--- src/rtl/ram_arbiter32x4_pkg.sv ---
// Shared sizing constants and state encodings for the ram_arbiter32x4 block.
package ram_arbiter32x4_pkg;

    localparam int ADDR_W = 5;
    localparam int DATA_W = 4;
    localparam int DEPTH  = 32;

    typedef enum logic {
        ST_CLEAR = 1'b0,
        ST_ARB   = 1'b1
    } state_t;

    typedef enum logic {
        REQ_A = 1'b0,
        REQ_B = 1'b1
    } requester_t;

endpackage

--- src/rtl/ram_arbiter32x4_ram32x4.sv ---
// 32x4 single-port synchronous RAM: write and registered read share one address per cycle.
module ram32x4
    import ram_arbiter32x4_pkg::*;
(
    input  logic [ADDR_W-1:0] address,
    input  logic              clock,
    input  logic [DATA_W-1:0] data,
    input  logic              wren,
    output logic [DATA_W-1:0] q
);

    logic [DATA_W-1:0] mem [DEPTH];

    // NOTE: the storage array has no reset so it maps onto RAM macros; initial contents come from the clear engine.
    always_ff @(posedge clock) begin
        if (wren) begin
            mem[address] <= data;
        end
        q <= mem[address];
    end

endmodule

--- src/rtl/ram_arbiter32x4.sv ---
// Two-requester round-robin arbiter in front of a shared 32x4 RAM.
// Define RAM_ARB_CLEAR_EN to write CLEAR_VALUE to every word after each reset.
module ram_arbiter32x4
    import ram_arbiter32x4_pkg::*;
#(
    parameter logic [DATA_W-1:0] CLEAR_VALUE = 4'h0
) (
    input  logic              clock,
    input  logic              reset,
    input  logic              a_req,
    input  logic              a_wren,
    input  logic [ADDR_W-1:0] a_addr,
    input  logic [DATA_W-1:0] a_data,
    input  logic              b_req,
    input  logic              b_wren,
    input  logic [ADDR_W-1:0] b_addr,
    input  logic [DATA_W-1:0] b_data,
    output logic              a_grant,
    output logic              b_grant,
    output logic              a_rvalid,
    output logic              b_rvalid,
    output logic [DATA_W-1:0] rdata,
    output logic              busy
);

    logic              clearing;
    requester_t        last_grant;
    logic              a_rvalid_q;
    logic              b_rvalid_q;
    logic              ram_wren;
    logic [ADDR_W-1:0] ram_addr;
    logic [DATA_W-1:0] ram_data;

    // On a tie the requester that did not win last time gets the RAM.
    assign a_grant = ~busy & a_req & (~b_req | (last_grant == REQ_B));
    assign b_grant = ~busy & b_req & (~a_req | (last_grant == REQ_A));

    // A reset landing on the response cycle swallows the pending pulse.
    assign a_rvalid = a_rvalid_q & ~reset;
    assign b_rvalid = b_rvalid_q & ~reset;

    // NOTE: sequential state uses non-blocking assignments so every flop samples pre-edge values.
    always_ff @(posedge clock) begin
        if (reset) begin
            last_grant <= REQ_B;
            a_rvalid_q <= 1'b0;
            b_rvalid_q <= 1'b0;
        end else begin
            a_rvalid_q <= a_grant & ~a_wren;
            b_rvalid_q <= b_grant & ~b_wren;
            if (a_grant) begin
                last_grant <= REQ_A;
            end else if (b_grant) begin
                last_grant <= REQ_B;
            end
        end
    end

`ifdef RAM_ARB_CLEAR_EN
    state_t            state;
    logic [ADDR_W-1:0] clear_addr;

    always_ff @(posedge clock) begin
        if (reset) begin
            state      <= ST_CLEAR;
            clear_addr <= '0;
        end else if (state == ST_CLEAR) begin
            clear_addr <= clear_addr + 1'b1;
            if (clear_addr == ADDR_W'(DEPTH - 1)) begin
                state <= ST_ARB;
            end
        end
    end

    assign clearing = (state == ST_CLEAR);
    assign busy     = reset | clearing;
`else
    assign clearing = 1'b0;
    assign busy     = reset;
`endif

    // NOTE: every output of this block gets a default first, so no latch is inferred.
    always_comb begin
        ram_wren = 1'b0;
        ram_addr = a_addr;
        ram_data = CLEAR_VALUE;
        if (a_grant) begin
            ram_wren = a_wren;
            ram_data = a_data;
        end else if (b_grant) begin
            ram_wren = b_wren;
            ram_addr = b_addr;
            ram_data = b_data;
        end
`ifdef RAM_ARB_CLEAR_EN
        if (clearing && !reset) begin
            ram_wren = 1'b1;
            ram_addr = clear_addr;
            ram_data = CLEAR_VALUE;
        end
`endif
    end

    ram32x4 u_ram (
        .address (ram_addr),
        .clock   (clock),
        .data    (ram_data),
        .wren    (ram_wren),
        .q       (rdata)
    );

endmodule

--- config.mk ---
export PLATFORM = sky130hd
export DESIGN_NAME = ram_arbiter32x4
export DESIGN_NICKNAME = d
export VERILOG_FILES = /design/src/rtl/ram_arbiter32x4_pkg.sv /design/src/rtl/ram_arbiter32x4_ram32x4.sv /design/src/rtl/ram_arbiter32x4.sv
export SDC_FILE = /design/constraint.sdc
export NUM_CORES = 1
export LEC_CHECK = 0
export BUFFER_PORTS_ARGS = -buffer_cell sky130_fd_sc_hd__buf_4
export CORE_ASPECT_RATIO = 0.6
export CORE_MARGIN = 2
export CORE_UTILIZATION = 45
export DETAILED_ROUTE_END_ITERATION = 7
export PLACE_DENSITY_LB_ADDON = 0.2
export SLEW_MARGIN = 30
export SYNTH_ARGS = -nofsm -noshare
export SYNTH_HDL_FRONTEND = slang
export SYNTH_SLANG_ARGS = --single-unit
--- constraint.sdc ---
create_clock -name clock -period 2.8 [get_ports clock]
set_input_delay 0.56 -clock clock [delete_from_list [all_inputs] [get_ports clock]]
set_output_delay 0.56 -clock clock [all_outputs]
set_load 0.03 [all_outputs]
==> summary by stage <==
Final layout
The post-route cell area is 6780 sq um. At the end of the flow, the number of nets in the layout was 440. The fraction of final layout cells with drive strength greater than 1 is 26.1%. 0 antenna diodes ended up in the layout. The layout overhead on the synthesized area is 20.5%. At the end of the flow the core is filled with cells to 55.9%.

CTS
TritonCTS built the clock tree. The number of buffers inserted during clock tree synthesis is 17. No sink is reached through more buffers than the 2 on the longest clock path.

In this run the post-CTS setup repair buffer count came out at 0. After clock tree synthesis, the clock-pin slew on the worst setup and hold paths is 0.06 ns. The source-to-sink clock delay at the later pin of the worst-skew pair is 0.41 ns. The buffer cell driving the clock tree root is sky130_fd_sc_hd__clkbuf_16.

The number of hold-repair buffers added at the cts stage is 0. The number of resized instances in the post-cts repair step is 0. The depth of the CTS H-tree is 4.

The clock sink total is 135.

STA
The worst path meets setup with 0.393 ns of slack. The ratio of final minimum period to clock period is 86.0%. The worst slew margin relative to its limit is 66.7%.

Adding up every negative setup slack in the final design gives 0 ns. The final critical delay including setup and external delays is 2.41 ns. Setup repair after global routing left no endpoint under its margin. The slew of the pin with the lowest slew margin is 0.495 ns. The count of endpoints failing hold in the final timing report came to 0.

The final setup skew is 0.00672 ns. Based on the critical path, the design can be clocked at up to 415 MHz. Setup violations remaining at the end of the flow were counted as 0.

The max-slew violation count is 0.

Power
The completed layout was analyzed and its total power is 4.82 mW. Dividing total power by cell area gives a power density of 711 nW/um^2. The leakage power summed over all cells is 2.44 nW. Across the VDD grid, the largest voltage drop is 0.000445 V.

Global route
Entering global routing, the biggest net connects 33 pins. The via count of the first global-routing pass is 3319. The overflow left after global routing is 0.

The number of antenna violations at the first check in global routing came to 0. The first global-routing pass estimated 19.3 mm of wire. Global routing consumed, over all layers together, 19.9% of the routing resources.

Logic synthesis
After technology mapping, the gate count stands at 357. The library cell with the highest instance count after synthesis is sky130_fd_sc_hd__edfxtp_1. Summed over its instances, the top area cell type makes up 68.3% of the synthesized netlist area.

The count of yosys warnings during synthesis is 0. Sequential elements use 70.8% of the synthesized area. Synthesis inferred 135 register bits. The synthesized design contains 128 enable-type register cells.

In the post-synthesis netlist, the biggest area contributors are sky130_fd_sc_hd__edfxtp_1 (68%), sky130_fd_sc_hd__mux2i_1 (7.8%), sky130_fd_sc_hd__nor2_1 (2.7%), sky130_fd_sc_hd__dfxtp_1 (2.5%), sky130_fd_sc_hd__mux4_2 (1.6%). The cell type with the highest aggregate area in the netlist is sky130_fd_sc_hd__edfxtp_1. Sorting the synthesized cells by how often they occur yields sky130_fd_sc_hd__edfxtp_1 (128), sky130_fd_sc_hd__mux2i_1 (44), sky130_fd_sc_hd__nor2_1 (41), sky130_fd_sc_hd__o22ai_1 (12), sky130_fd_sc_hd__nand3_1 (10). Counting flops with an async set or reset pin after synthesis yields a share of 0%. The per-instance average area after synthesis is 15.8 sq um. The number of unique standard cell types used by synthesis is 42.

The synthesized cell area is 5630 sq um. For this run, the leading register cell type out of synthesis is sky130_fd_sc_hd__edfxtp_1. The number of nets in the synthesized netlist is 381.

Route
Dividing the detail-routed via count by the number of cells gives 5.69. The routed design has 12.7 mm of wire. The average wire length per cell after detail routing is 21.4 um.

The detailed router finished its first iteration with 272 violations. The count of vias placed by the detailed router is 3379. The residual DRC count is 0. The first detailed-routing pass ran for 4 iterations. In this run the remaining antenna-violating nets after routing total 0.

Worst setup path
The nature of the critical path endpoint is a flop. The arrival time reported for the critical path endpoint is 2.68 ns. Among cell families on the critical path, the largest total delay comes from compound AO/OA/AOI/OAI gates. Among all stages on the critical path, the largest delay is contributed by sky130_fd_sc_hd__mux2_4.

STA puts the critical path data required time at 3.07 ns. The largest single stage delay on the critical path is 0.43 ns. The worst setup path is launched from a flop. Traced cell by cell, the critical path runs through a21boi_1 > nand2b_1 > inv_4 > mux2_4 > buf_12 > mux2i_1 > o22ai_1 > o21ai_0 > nand3_1.

The top fanout value on the critical path is 21. The critical path class is flop to flop. Together, buffers and inverters on the worst path number 2.

Floorplanning
The width of the die is 148 um. The standard cell core area is 12100 sq um. The starting density of the core is 46.4%. In this run the count of I/O pins placed on the die edge is 33. The die extent in y is 90.6 um. The area enclosed by the die boundary is 13500 sq um. The initialized floorplan defines 31 standard-cell rows.

Placement
The placement-stage worst setup slack is 0.0320 ns. The estimated wirelength of the detail-placed design is 8.32 mm. In this run the cell area measured after placement is 6210 sq um.

The routability congestion estimate is 0.810. The count of input and output buffers is 32.

Worst hold path
The path category of the worst min-delay check is input pin to flop.

Flow run
The tool flagged a number of max-cap violations equal to 0.

Run status
The run finished with clean final reports.
-- worst paths after layout --
path	start	endpoint	slack (ns)	depth (start not counted)
setup / recovery	last_grant	u_ram.q[3]	0.39	9
hold reg to reg	last_grant	last_grant	0.59	2
setup reg to reg	last_grant	u_ram.q[3]	0.39	9
hold / removal	b_wren	b_rvalid_q	0.30	2
-- layer usage --
layer | share of wire [%] | track usage [%] | vias up
met4 | 1.0 | 5.79 | 0
met1 | 49 | 30.4 | 1717
met5 | 0 | 0 | -
met2 | 44 | 27.6 | 116
met3 | 6.4 | 5.71 | 13
li1 | - | - | 1533
-- registers in the layout (all words and copies together) (netlist names) --
signal,cells
b_rvalid_q,1
last_grant,1
a_rvalid_q,1
u_ram.mem,128
u_ram.q,4
-- final cells by class --
| type | count | area [sq um] |
|---|---|---|
| clock buffers | 18 | 429 |
| inverters | 3 | 13.8 |
| well taps | 165 | 206 |
| fillers | 945 | 5360 |
| multi-input cells | 200 | 1520 |
| flip-flops and latches | 135 | 3980 |
| clock inverters | 14 | 149 |
| repair buffers | 59 | 480 |
-- cell families after synthesis --
family | after synthesis | synth area share (%)
DFF | 135 | 70.8
and+or+nand+nor | 87 | 7.42
muxes | 59 | 12.0
AOI/OAI and AO/OA | 54 | 7.58
buffers and inverters | 22 | 2.22
-- through the flow --
| step | cells | hold WS [ns] |
|---|---|---|
| final | 594 | 0.303 |
| after CTS | 594 | 0.294 |
| after global routing | 594 | 0.302 |
| after floorplan | 357 | 0.494 |
| after detailed placement | 562 | 0.572 |
| after global placement | 562 | 0.543 |
-- placed cells by master (no fill, tap or decap), types with 2 or more instances in the layout --
cell	count
sky130_fd_sc_hd__dfxtp_1	7
sky130_fd_sc_hd__buf_12	3
sky130_fd_sc_hd__a22o_1	8
sky130_fd_sc_hd__nor3b_1	3
sky130_fd_sc_hd__nor4_2	2
sky130_fd_sc_hd__a32o_1	4
sky130_fd_sc_hd__clkinvlp_4	3
sky130_fd_sc_hd__mux2_1	2
sky130_fd_sc_hd__a2bb2oi_1	8
sky130_fd_sc_hd__buf_4	56
sky130_fd_sc_hd__o21ai_0	6
sky130_fd_sc_hd__mux4_2	4
sky130_fd_sc_hd__a41oi_1	2
sky130_fd_sc_hd__edfxtp_1	128
sky130_fd_sc_hd__inv_6	5
sky130_fd_sc_hd__nor4_1	3
sky130_fd_sc_hd__mux2i_1	44
sky130_fd_sc_hd__a21oi_1	2
sky130_fd_sc_hd__nor3_1	7
sky130_fd_sc_hd__clkinv_2	2
sky130_fd_sc_hd__clkbuf_16	17
sky130_fd_sc_hd__nor2_1	41
sky130_fd_sc_hd__mux2_2	5
sky130_fd_sc_hd__o221ai_1	4
sky130_fd_sc_hd__mux2_4	3
sky130_fd_sc_hd__nand2_1	9
sky130_fd_sc_hd__inv_1	2
sky130_fd_sc_hd__o221a_2	4
sky130_fd_sc_hd__nor2b_1	3
sky130_fd_sc_hd__nand3_1	10
sky130_fd_sc_hd__o22ai_1	12
sky130_fd_sc_hd__nand2b_1	4
sky130_fd_sc_hd__bufinv_16	2
-- power by group --
group	total [mW]	internal (mW)	leakage, nW	switching (mW)
sequential	2.25	2.24	1.28	0.00942
clock	2.19	1.32	0.276	0.868
combinational	0.387	0.160	0.887	0.228
total	4.82	3.72	2.44	1.10
(Power assumes the default switching activity.)
